`src/rtl/vis_pkg.sv`:
```
// -----------------------------------------------------------------------------
// vis_pkg
// Shared types and width constants for the vector issue scoreboard (vis_sb).
//   VIS_LANES_W   : lane datapath width (bits)
//   VIS_UOP_W     : micro-op (alu_op) width
//   VIS_VREG_NUM  : vector registers tracked; VIS_VREG_AW is the index width
//   VIS_MASK_W    : one mask bit per byte of a lane word
//   VIS_MAX_LOADS : outstanding load limit; VIS_LDCNT_W is the counter width
//   vis_ex_t      : the decoded micro-op plus its operands, as held in the
//                   execute handoff register.
// The struct is sized from these constants, so vis_sb parameters should be
// left at (or kept in step with) the package defaults.
// -----------------------------------------------------------------------------
package vis_pkg;

    localparam int VIS_LANES_W   = 64;
    localparam int VIS_UOP_W     = 9;
    localparam int VIS_VREG_NUM  = 32;
    localparam int VIS_VREG_AW   = $clog2(VIS_VREG_NUM);
    localparam int VIS_MASK_W    = VIS_LANES_W / 8;
    localparam int VIS_MAX_LOADS = 4;
    localparam int VIS_LDCNT_W   = $clog2(VIS_MAX_LOADS + 1);

    typedef struct packed {
        logic [VIS_LANES_W-1:0] operand_1;
        logic [VIS_LANES_W-1:0] operand_2;
        logic [VIS_LANES_W-1:0] operand_3;
        logic [VIS_LANES_W-1:0] immediate;
        logic [VIS_LANES_W-1:0] scalar;
        logic [VIS_MASK_W-1:0]  mask_bits;
        logic [VIS_UOP_W-1:0]   alu_op;
        logic                   masked;
        logic                   load;
        logic                   store;
        logic                   indexed;
        logic                   wb_en;
        logic                   mul;
        logic [2:0]             sew;
        logic [VIS_VREG_AW-1:0] destination;
    } vis_ex_t;

endpackage

```
`src/rtl/vis_scoreboard.sv`:
```
// -----------------------------------------------------------------------------
// vis_scoreboard
// Per-register pending bits plus the outstanding-load counter.
// Ports:
//   clk, rst                : clock, synchronous active-low reset
//   set_en / set_addr       : mark a register pending (issue of a writer)
//   wb_clr_en / wb_clr_addr : writeback retires a pending register
//   ld_clr_en / ld_clr_addr : load return retires a pending register and
//                             one outstanding load
//   load_issue              : a load was issued this cycle
//   pending                 : one bit per vector register
//   pending_loads           : outstanding load count
//   busy                    : any pending bit set
// -----------------------------------------------------------------------------
module vis_scoreboard
    import vis_pkg::*;
#(
    parameter int VREG_NUM  = VIS_VREG_NUM,
    parameter int MAX_LOADS = VIS_MAX_LOADS
) (
    input  logic                               clk,
    input  logic                               rst,
    input  logic                               set_en,
    input  logic [$clog2(VREG_NUM)-1:0]        set_addr,
    input  logic                               wb_clr_en,
    input  logic [$clog2(VREG_NUM)-1:0]        wb_clr_addr,
    input  logic                               ld_clr_en,
    input  logic [$clog2(VREG_NUM)-1:0]        ld_clr_addr,
    input  logic                               load_issue,
    output logic [VREG_NUM-1:0]                pending,
    output logic [$clog2(MAX_LOADS+1)-1:0]     pending_loads,
    output logic                               busy
);

    localparam int AW = $clog2(VREG_NUM);
    localparam int CW = $clog2(MAX_LOADS + 1);

    genvar gi;
    generate
        for (gi = 0; gi < VREG_NUM; gi++) begin : g_pend
            logic set_hit;
            logic clr_hit;
            logic pend_reg;
            logic pend_next;

            assign set_hit = set_en && (set_addr == AW'(gi));
            assign clr_hit = (wb_clr_en && (wb_clr_addr == AW'(gi))) ||
                             (ld_clr_en && (ld_clr_addr == AW'(gi)));

            // A new writer issued in the same cycle as the old one retires
            // must keep the register pending.
            always_comb begin
                pend_next = pend_reg;
                if (set_hit) begin
                    pend_next = 1'b1;
                end else if (clr_hit) begin
                    pend_next = 1'b0;
                end
            end

            always_ff @(posedge clk) begin
                if (!rst) begin
                    pend_reg <= 1'b0;
                end else begin
                    pend_reg <= pend_next;
                end
            end

            assign pending[gi] = pend_reg;
        end
    endgenerate

    logic [CW-1:0] cnt_reg;
    logic [CW-1:0] cnt_next;

    // Issue and return in one cycle cancel out; a stray return with nothing
    // outstanding must not wrap the counter.
    always_comb begin
        cnt_next = cnt_reg;
        if (load_issue && !ld_clr_en) begin
            cnt_next = cnt_reg + CW'(1);
        end else if (!load_issue && ld_clr_en && (cnt_reg != '0)) begin
            cnt_next = cnt_reg - CW'(1);
        end
    end

    always_ff @(posedge clk) begin
        if (!rst) begin
            cnt_reg <= '0;
        end else begin
            cnt_reg <= cnt_next;
        end
    end

    assign pending_loads = cnt_reg;
    assign busy          = |pending;

endmodule

```
`src/rtl/vis_sb.sv`:
```
// -----------------------------------------------------------------------------
// vis_sb
// Vector issue stage: checks the micro-op's registers against the scoreboard,
// reads the register file and hands the decoded op to execute through a
// one-deep valid/ready register.
// Build option: define VIS_SB_FORWARD_EN to let a same-cycle writeback or load
// return satisfy a pending source (data bypassed, load data first). Without it
// such an operand waits one cycle and is read from the register file.
// Ports:
//   clk, rst                          : clock, synchronous active-low reset
//   in_valid / in_ready               : micro-op handshake
//   alu_op, operand_1/2, destination,
//   mask_bits, flags, sew_in,
//   operand_1_immediate/_scalar       : decoded micro-op
//   rf_addr_1/2/3 -> rf_data_1/2/3    : combinational register-file read
//   ex_valid / ex_ready / ex_data     : execute handoff
//   wrdata, indexed                   : store data / index operand of ex op
//   wait_load_signal, load_destination: load handoff pulse and its target
//   write_back_enable_wb, destination_write, data_write : writeback
//   read_done, load_data_destination, data_from_load    : load return
//   busy, pending_loads               : scoreboard status
// -----------------------------------------------------------------------------
module vis_sb
    import vis_pkg::*;
#(
    parameter int LANES_DATA_WIDTH = VIS_LANES_W,
    parameter int MICROOP_BIT      = VIS_UOP_W,
    parameter int VREG_NUM         = VIS_VREG_NUM,
    parameter int MAX_LOADS        = VIS_MAX_LOADS
) (
    input  logic                            clk,
    input  logic                            rst,
    input  logic                            in_valid,
    output logic                            in_ready,
    input  logic [MICROOP_BIT-1:0]          alu_op,
    input  logic [$clog2(VREG_NUM)-1:0]     operand_1,
    input  logic [$clog2(VREG_NUM)-1:0]     operand_2,
    input  logic [$clog2(VREG_NUM)-1:0]     destination,
    input  logic [LANES_DATA_WIDTH/8-1:0]   mask_bits,
    input  logic                            masked_operation,
    input  logic                            load_operation,
    input  logic                            store_operation,
    input  logic                            indexed_memory_operation,
    input  logic                            write_back_enable,
    input  logic                            multiplication_flag,
    input  logic [2:0]                      sew_in,
    input  logic [LANES_DATA_WIDTH-1:0]     operand_1_immediate,
    input  logic [LANES_DATA_WIDTH-1:0]     operand_1_scalar,
    output logic [$clog2(VREG_NUM)-1:0]     rf_addr_1,
    output logic [$clog2(VREG_NUM)-1:0]     rf_addr_2,
    output logic [$clog2(VREG_NUM)-1:0]     rf_addr_3,
    input  logic [LANES_DATA_WIDTH-1:0]     rf_data_1,
    input  logic [LANES_DATA_WIDTH-1:0]     rf_data_2,
    input  logic [LANES_DATA_WIDTH-1:0]     rf_data_3,
    output logic                            ex_valid,
    input  logic                            ex_ready,
    output vis_ex_t                         ex_data,
    output logic [LANES_DATA_WIDTH-1:0]     wrdata,
    output logic [LANES_DATA_WIDTH-1:0]     indexed,
    output logic                            wait_load_signal,
    output logic [$clog2(VREG_NUM)-1:0]     load_destination,
    input  logic                            write_back_enable_wb,
    input  logic [$clog2(VREG_NUM)-1:0]     destination_write,
    input  logic [LANES_DATA_WIDTH-1:0]     data_write,
    input  logic                            read_done,
    input  logic [$clog2(VREG_NUM)-1:0]     load_data_destination,
    input  logic [LANES_DATA_WIDTH-1:0]     data_from_load,
    output logic                            busy,
    output logic [$clog2(MAX_LOADS+1)-1:0]  pending_loads
);

    localparam int AW  = $clog2(VREG_NUM);
    localparam int LCW = $clog2(MAX_LOADS + 1);

    logic [VREG_NUM-1:0]         pending;
    logic [AW-1:0]               src_addr [3];
    logic [LANES_DATA_WIDTH-1:0] src_rf   [3];
    logic [LANES_DATA_WIDTH-1:0] src_data [3];
    logic [2:0]                  src_blocked;
    logic                        hazard;
    logic                        load_full;
    logic                        issue;

    assign rf_addr_1 = operand_1;
    assign rf_addr_2 = operand_2;
    assign rf_addr_3 = destination;

    // Slot 2 is the destination: it is both a WAW check and the store-data read.
    assign src_addr[0] = operand_1;
    assign src_addr[1] = operand_2;
    assign src_addr[2] = destination;
    assign src_rf[0]   = rf_data_1;
    assign src_rf[1]   = rf_data_2;
    assign src_rf[2]   = rf_data_3;

    genvar gi;
    generate
        for (gi = 0; gi < 3; gi++) begin : g_src
`ifdef VIS_SB_FORWARD_EN
            logic ld_hit;
            logic wb_hit;
            assign ld_hit = read_done && (load_data_destination == src_addr[gi]);
            assign wb_hit = write_back_enable_wb && (destination_write == src_addr[gi]);
            assign src_blocked[gi] = pending[src_addr[gi]] && !(ld_hit || wb_hit);
            assign src_data[gi]    = ld_hit ? data_from_load :
                                     (wb_hit ? data_write : src_rf[gi]);
`else
            assign src_blocked[gi] = pending[src_addr[gi]];
            assign src_data[gi]    = src_rf[gi];
`endif
        end
    endgenerate

`ifndef VIS_SB_FORWARD_EN
    // Bypass data is only consumed by the forwarding build.
    logic fwd_unused;
    assign fwd_unused = ^{data_write, data_from_load};
`endif

    assign hazard    = |src_blocked;
    assign load_full = load_operation && (pending_loads == LCW'(MAX_LOADS));
    assign in_ready  = !hazard && !load_full && (!ex_valid || ex_ready);
    assign issue     = in_valid && in_ready;

    vis_scoreboard #(
        .VREG_NUM  (VREG_NUM),
        .MAX_LOADS (MAX_LOADS)
    ) u_scoreboard (
        .clk           (clk),
        .rst           (rst),
        .set_en        (issue && (write_back_enable || load_operation)),
        .set_addr      (destination),
        .wb_clr_en     (write_back_enable_wb),
        .wb_clr_addr   (destination_write),
        .ld_clr_en     (read_done),
        .ld_clr_addr   (load_data_destination),
        .load_issue    (issue && load_operation),
        .pending       (pending),
        .pending_loads (pending_loads),
        .busy          (busy)
    );

    vis_ex_t ex_reg;
    vis_ex_t ex_next;
    logic    ex_valid_reg;
    logic    ex_valid_next;

    // in_ready already folds in ex_ready, so an issue never overwrites an op
    // that execute has not taken. Data is left in place after a plain handoff.
    always_comb begin
        ex_next       = ex_reg;
        ex_valid_next = ex_valid_reg;
        if (issue) begin
            ex_valid_next         = 1'b1;
            ex_next.operand_1     = src_data[0];
            ex_next.operand_2     = src_data[1];
            ex_next.operand_3     = src_data[2];
            ex_next.immediate     = operand_1_immediate;
            ex_next.scalar        = operand_1_scalar;
            ex_next.mask_bits     = mask_bits;
            ex_next.alu_op        = alu_op;
            ex_next.masked        = masked_operation;
            ex_next.load          = load_operation;
            ex_next.store         = store_operation;
            ex_next.indexed       = indexed_memory_operation;
            ex_next.wb_en         = write_back_enable;
            ex_next.mul           = multiplication_flag;
            ex_next.sew           = sew_in;
            ex_next.destination   = destination;
        end else if (ex_ready) begin
            ex_valid_next = 1'b0;
        end
    end

    always_ff @(posedge clk) begin
        if (!rst) begin
            ex_reg       <= '0;
            ex_valid_reg <= 1'b0;
        end else begin
            ex_reg       <= ex_next;
            ex_valid_reg <= ex_valid_next;
        end
    end

    assign ex_valid         = ex_valid_reg;
    assign ex_data          = ex_reg;
    assign wrdata           = (ex_valid_reg && ex_reg.store) ? ex_reg.operand_3 : '0;
    assign indexed          = (ex_valid_reg && ex_reg.indexed && (ex_reg.load || ex_reg.store))
                              ? ex_reg.operand_2 : '0;
    assign wait_load_signal = ex_valid_reg && ex_ready && ex_reg.load;
    assign load_destination = ex_reg.destination;

endmodule

```
`config.mk`:
```
export PLATFORM = sky130hd
export DESIGN_NAME = vis_sb
export DESIGN_NICKNAME = d
export VERILOG_FILES = /design/src/rtl/vis_pkg.sv /design/src/rtl/vis_scoreboard.sv /design/src/rtl/vis_sb.sv
export SDC_FILE = /design/constraint.sdc
export NUM_CORES = 1
export LEC_CHECK = 0
export CORE_AREA = 2 2 398 400
export CTS_BUF_LIST = sky130_fd_sc_hd__clkbuf_2 sky130_fd_sc_hd__clkbuf_4 sky130_fd_sc_hd__clkbuf_8
export CTS_CLUSTER_DIAMETER = 150
export DETAILED_ROUTE_END_ITERATION = 12
export DIE_AREA = 0 0 400 402
export RECOVER_POWER = 100
export SYNTH_ARGS = -nofsm -noshare
export SYNTH_HDL_FRONTEND = slang
export SYNTH_SLANG_ARGS = --single-unit
export TNS_END_PERCENT = 100
```
`constraint.sdc`:
```
create_clock -name clk -period 7.4 [get_ports clk]
set_clock_uncertainty 0.1 [all_clocks]
set_input_delay 1.48 -clock clk [delete_from_list [all_inputs] [get_ports clk]]
set_output_delay 1.48 -clock clk [all_outputs]
set_load 0.01 [all_outputs]
```
Yosys cells after proc, flatten, opt, wreduce, memory -nomap -nowiden
Cells that the tools add are included.

storage, ports and cells
  latch bits = 0
  ROM bits = 0
  register bits = 387
  RAM bits = 0
  logic and storage cells = 414
  input port bits = 505
  memories kept = 0

operators by class
  $lt $le $gt $ge = 3
  bitwise logic cells = 0
  divide/modulo/power cells = 0
  reduce and logical (&&, ||, !) cells = 190
  $mul = 0
  muxes and demuxes = 76
  equality and inequality tests = 94
  shift-type cells = 0
  $add $sub $neg = 2

operators by type and width
  kind                 count
  $eq 5x5->1 const B   48
  $mux 64              2
  $eq 5x4->1 const B   24
  $logic_and 1x1->1    110
  $mux 1               69
  $reduce_bool 2->1    34
  $eq 5x3->1 const B   12
  $logic_or 1x1->1     35
  $reduce_or 32->1     1
  $eq 5x2->1 const B   6
  $lt 5x6->1 const B   3
  $bmux 1 s5           3
  $eq 5x1->1 const B   3
  $logic_not 5->1      3
  $mux 3               2
  $logic_not 1->1      5
  $add 3x1->3 const B  1
  $eq 3x3->1 const B   1
  $reduce_bool 3->1    1
  $reduce_or 3->1      1
  $sub 3x1->3 const B  1

Logic depth before layout (Yosys ltp)
  depth after elaboration = 13
  depth in mapped cells = 14

By module
A second synthesis with hierarchy kept.

unflattened totals
  cells, all modules = 2143
  area total of the unflattened synthesis = 17453.0 µm²

by module, submodules not included
  module          cells an instance  seq. area each (µm²)  instances  area an instance (µm²)
  vis_sb          1900               7046.8                1          15453.6
  vis_scoreboard  243                700.7                 1          1999.4

Worst setup path before layout
Ideal clock, no wire load.

  path type = in2out
  start = in operand_1[0]
  end = out in_ready
  data arrival time = 3.058 ns
  required time = 5.820 ns
  slack = 2.762 ns
  stages on the path = 6
  path through = clkbuf_1 -> mux4_2 -> o2111a_1 -> a31oi_1 -> nand4_1 -> nor3_1

between the ends
  cells in the longest elaborated chain, start to end = 6

RTL lines
  element                          RTL line       text
  from (decl)                      vis_sb.sv:36   input logic [$clog2(VREG_NUM)-1:0] operand_1,
  $bmux 1 s5                       vis_sb.sv:108  assign src_blocked[gi] = pending[src_addr[gi]];
  $mux 1 (not written as such)     vis_sb.sv:108
  $reduce_or 3->1                  vis_sb.sv:120  assign hazard = |src_blocked;
  $logic_not 1->1                  vis_sb.sv:122  assign in_ready = !hazard && !load_full && (!ex_valid || ex_ready);
  $logic_and 1x1->1 (2 in series)  vis_sb.sv:122
  to (decl)                        vis_sb.sv:34   output logic in_ready,

No other way between the ends. The select of a mux whose other input is x is not followed.

Worst setup path after layout
  start = in operand_1[2]
  end = reg ex_reg (netlist bit ex_data[251])

between the ends
  cells in the longest elaborated chain, start to end = 7

RTL lines
  element                          RTL line       text
  $bmux 1 s5                       vis_sb.sv:108
  $mux 1 (not written as such)     vis_sb.sv:108
  $reduce_or 3->1                  vis_sb.sv:120
  $logic_not 1->1                  vis_sb.sv:122
  $logic_and 1x1->1 (2 in series)  vis_sb.sv:122
  $logic_and 1x1->1                vis_sb.sv:123  assign issue = in_valid && in_ready;
  to (signal assigned)             vis_sb.sv:180  ex_reg <= ex_next;
  to (decl)                        vis_sb.sv:143  vis_ex_t ex_reg;

No other way between the ends. The select of a mux whose other input is x is not followed.
A chain may end at the register's enable or synchronous reset.

==> impl_results.rst <==
.. list-table::
   :header-rows: 1

   * - Metric
     - Value
   * - TNS Setup
     - 0 ns
   * - Setup violation total in the final timing report
     - 0
   * - Post-Place Setup Slack
     - 1.31 ns
   * - Port Buffers
     - slightly below 900
   * - Flip-flop and latch count after synthesis
     - a little under 400
   * - Number of antenna violations at the first check in global routing
     - around 70
   * - DRC violation total after the first TritonRoute iteration
     - a little under 1,000
   * - Initial standard-cell utilization of the core
     - 0.104
   * - Overall routing resource usage
     - 0.125
   * - Post-synthesis async set-or-reset flop share
     - 0
   * - Maximum buffer depth of the clock tree
     - 3
   * - Share of Yosys cell area claimed by the top area cell type
     - 0.473
   * - Cell taking the most area after synthesis
     - dfxtp_1
   * - TritonCTS clock tree
     - built
   * - Layout Cell Area excl Fill
     - around 29,000 sq um
   * - Transition time at the pin with the least slew margin
     - 2.18 ns
   * - Storage cell area
     - 7750 sq um
   * - Power density cells
     - about 210 nW/um^2
   * - Number of synthesized flops with an enable pin
     - 0
   * - Total nets after synthesis
     - ~2,200
   * - Hold path startpoint
     - ex_data[53]
   * - Number of flip-flops in the largest register
     - around 350
   * - HPWL after detailed placement
     - about 86 mm
   * - Routed Wire Length
     - approximately 100 mm
   * - DR WL/cell
     - 22.6 microns
   * - Worst-skew pair later-pin latency
     - between 0.7 and 0.8 ns
   * - Result of the run
     - finished, violations left
   * - Ranking of synthesized cells by area
     - dfxtp_1 (47%), mux2i_1 (23%), nor2_1 (8.5%)
   * - Most frequent standard cell in the layout excluding fill and tap cells
     - dlygate4sd3_1
   * - Hold Violations, Final
     - 0
   * - Crit share post-route
     - 0.884
   * - Max-Cap Viols
     - 2
   * - Flip-flop cell with the highest count after synthesis
     - dfxtp_1
   * - Total number of vias
     - roughly 16,000
   * - Period minus WS final
     - 6.54 ns
   * - Gate Count Post-Synth
     - approximately 1,700
   * - Fillers
     - approximately 17,000
   * - Fmax achieved
     - roughly 0.15 GHz
   * - Area after detailed placement
     - roughly 27,000 sq um
   * - Placed Instances
     - 4,483
   * - Layout-stage area growth over the synthesis result
     - 76.1%
   * - Clock input transition at the sequential cells of the worst setup and hold paths
     - 0.06 ns
   * - Worst r2r src
     - ex_valid
   * - Worst Path Max Fanout
     - 76
   * - Number of remaining DRC errors
     - 0
   * - Commonest cells after routing, fill and taps aside
     - dlygate4sd3_1 (475), clkdlybuf4s50_1 (406), dfxtp_1 (387), mux2i_1 (376), nor2_1 (372)
   * - Master cell of the clock root buffer
     - clkbuf_8
   * - Setup slack, reg-to-reg
     - around 1.6 ns
   * - Critical Path, Cell by Cell
     - dlygate4sd3_1 > mux4_2 > o2111a_1 > a31oi_1 > nand4_1 > nor4_1 > buf_12 > clkbuf_4 > mux2i_1 > nor2_1
   * - Share of post-route cells with drive strength above 1
     - 0.0666
   * - Hold path endpoint
     - ex_data[53]
   * - Distinct cells, synth
     - 49
   * - Maximum number of pins on one net before global-route repair
     - 157
   * - Worst Setup Slack, final
     - approximately 0.86 ns
   * - Peak ir drop on the vdd network
     - about 0.11 mV
   * - Number of global-route vias before repair
     - around 16,000
   * - Number of top-level design ports
     - ~1,000
   * - # hold bufs at CTS
     - 0
   * - Hold Crit Class
     - reg -> reg
   * - Worst path arrival time
     - just over 7 ns
   * - Number of max-slew violations in the final report
     - just over 70
   * - Cts repair resizes
     - 0
   * - Count of non-filler cells in the finished layout
     - approximately 4,600
   * - H-tree lvl count
     - 3
   * - Number of cells on the worst reg-to-reg path
     - 9
   * - Total of warnings raised by yosys
     - 0
   * - TritonCTS sink count
     - 387
   * - Routability congestion estimate from global placement
     - 0.875
   * - Sequential share of the synthesized area
     - 0.473
   * - Violations in the final reports
     - max-capacitance violations, max-slew violations
   * - End of the worst register-to-register path
     - ex_data[251]
   * - Area taken by multi-input logic gates
     - approximately 7700 sq um
   * - Die H
     - around 400 microns
   * - Relative slew slack
     - -0.451
   * - Fin util
     - 0.183
   * - Horiz. Die Dim
     - ~400 microns
   * - Total Power Consumption
     - between 6 and 7 mW
   * - RSZ-0062 raised after global routing
     - false
   * - Critical Path Start Type
     - primary input
   * - CP peak stage delay
     - roughly 1.4 ns
   * - Site row count
     - roughly 150
   * - Total overflow reported by the global router
     - 0
   * - Wire length of the first global-routing pass
     - ~140 mm
   * - Hold Worst Slack
     - ~0.38 ns
   * - Nets
     - 2,999
   * - Total CTS buffers
     - 80
   * - Number of buffers inserted to repair setup after CTS
     - 0
   * - Core Area
     - approximately 160,000 sq um
   * - Capturing element type of the critical path
     - flip-flop
   * - Post-synthesis instance area
     - between 15,000 and 20,000 sq um
   * - Slowest cell on crit path
     - nor4_1
   * - Antenna Nets Post-Route
     - 0
   * - Data required time of the critical path
     - ~8 ns
   * - Leakage Power
     - about 12 nW
   * - Number of cells on the worst hold path
     - 2
   * - Die footprint
     - roughly 160,000 sq um
   * - Avg Cell Area, Syn
     - around 9.9 sq um
   * - Post-detailed-route via-to-cell ratio
     - about 3.4
   * - CP Class
     - in -> reg
   * - Initial DRT Pass Iterations
     - 5
critical path: cells and delay by family:
kind	cells	cell delay, ns
buffers and inverters	3	2.33
and+or+nand+nor	3	1.67
muxes	2	0.90
AOI/OAI and AO/OA	2	0.41
synthesized netlist by cell type, drive strengths merged (2+ instances only):
cell type  number
a21oi           3
a211oi          2
nor3b           3
nand2b          4
nand4b          2
nor4            9
nor2          372
a31oi           3
and3           71
mux2i         376
nor3            6
and2           67
nor2b          20
clkbuf         76
a22oi          30
mux4           12
inv             8
nand4          17
o211ai          3
nand2          18
o2111ai         2
buf            67
nand3          46
dfxtp         387
nor4bb          2
o21ai          36
routing by layer:
layer / track usage / wire length [microns]
met5: 0 / 75
met4: 0.0342 / 3010
met3: 0.0725 / 15200
met2: 0.211 / 49200
met1: 0.131 / 37500
kinds of logic after synthesis:
kind of cell / synth area share
buffers and inverters: 0.0577
AOI/OAI and AO/OA: 0.0364
DFF: 0.473
and+or+nand+nor: 0.184
adders and majority gates: 0.00122
muxes: 0.247
worst max path at each step:
| stage | startpoint | end | slack [ns] | cells past startpoint |
|---|---|---|---|---|
| 2_1_floorplan | operand_1[0] | in_ready | 2.76 | 6 |
| 3_3_place_gp | operand_1[2] | in_ready | 1.28 | 7 |
| 3_5_place_dp | operand_1[2] | in_ready | 1.31 | 7 |
| 4_1_cts | operand_1[2] | in_ready | 1.31 | 7 |
| 5_1_grt | operand_1[2] | ex_data[273] | 0.77 | 10 |
| 6_report | operand_1[2] | ex_data[251] | 0.86 | 10 |
where the power goes:
part           total (mW)  internal [mW]  switching, mW  leakage [nW]
Combinational        1.24          0.622          0.617          7.74
Clock                2.57           1.44           1.13         0.940
Sequential           2.36           2.24          0.124          3.16
Total                6.17           4.30           1.87          11.8
final cells by class:
| type | count | share of cell area |
|---|---|---|
| Timing Repair Buffer | 896 | 0.311 |
| Sequential cell | 387 | 0.269 |
| Multi-Input combinational cell | 1120 | 0.265 |
| Tap cell | 2072 | 0.0899 |
| Clock buffer | 120 | 0.0525 |
| Clock inverter | 23 | 0.00972 |
| Inverter | 8 | 0.00130 |
| Antenna cell | 11 | 0.000955 |
Power figures use the tool's default switching activity.
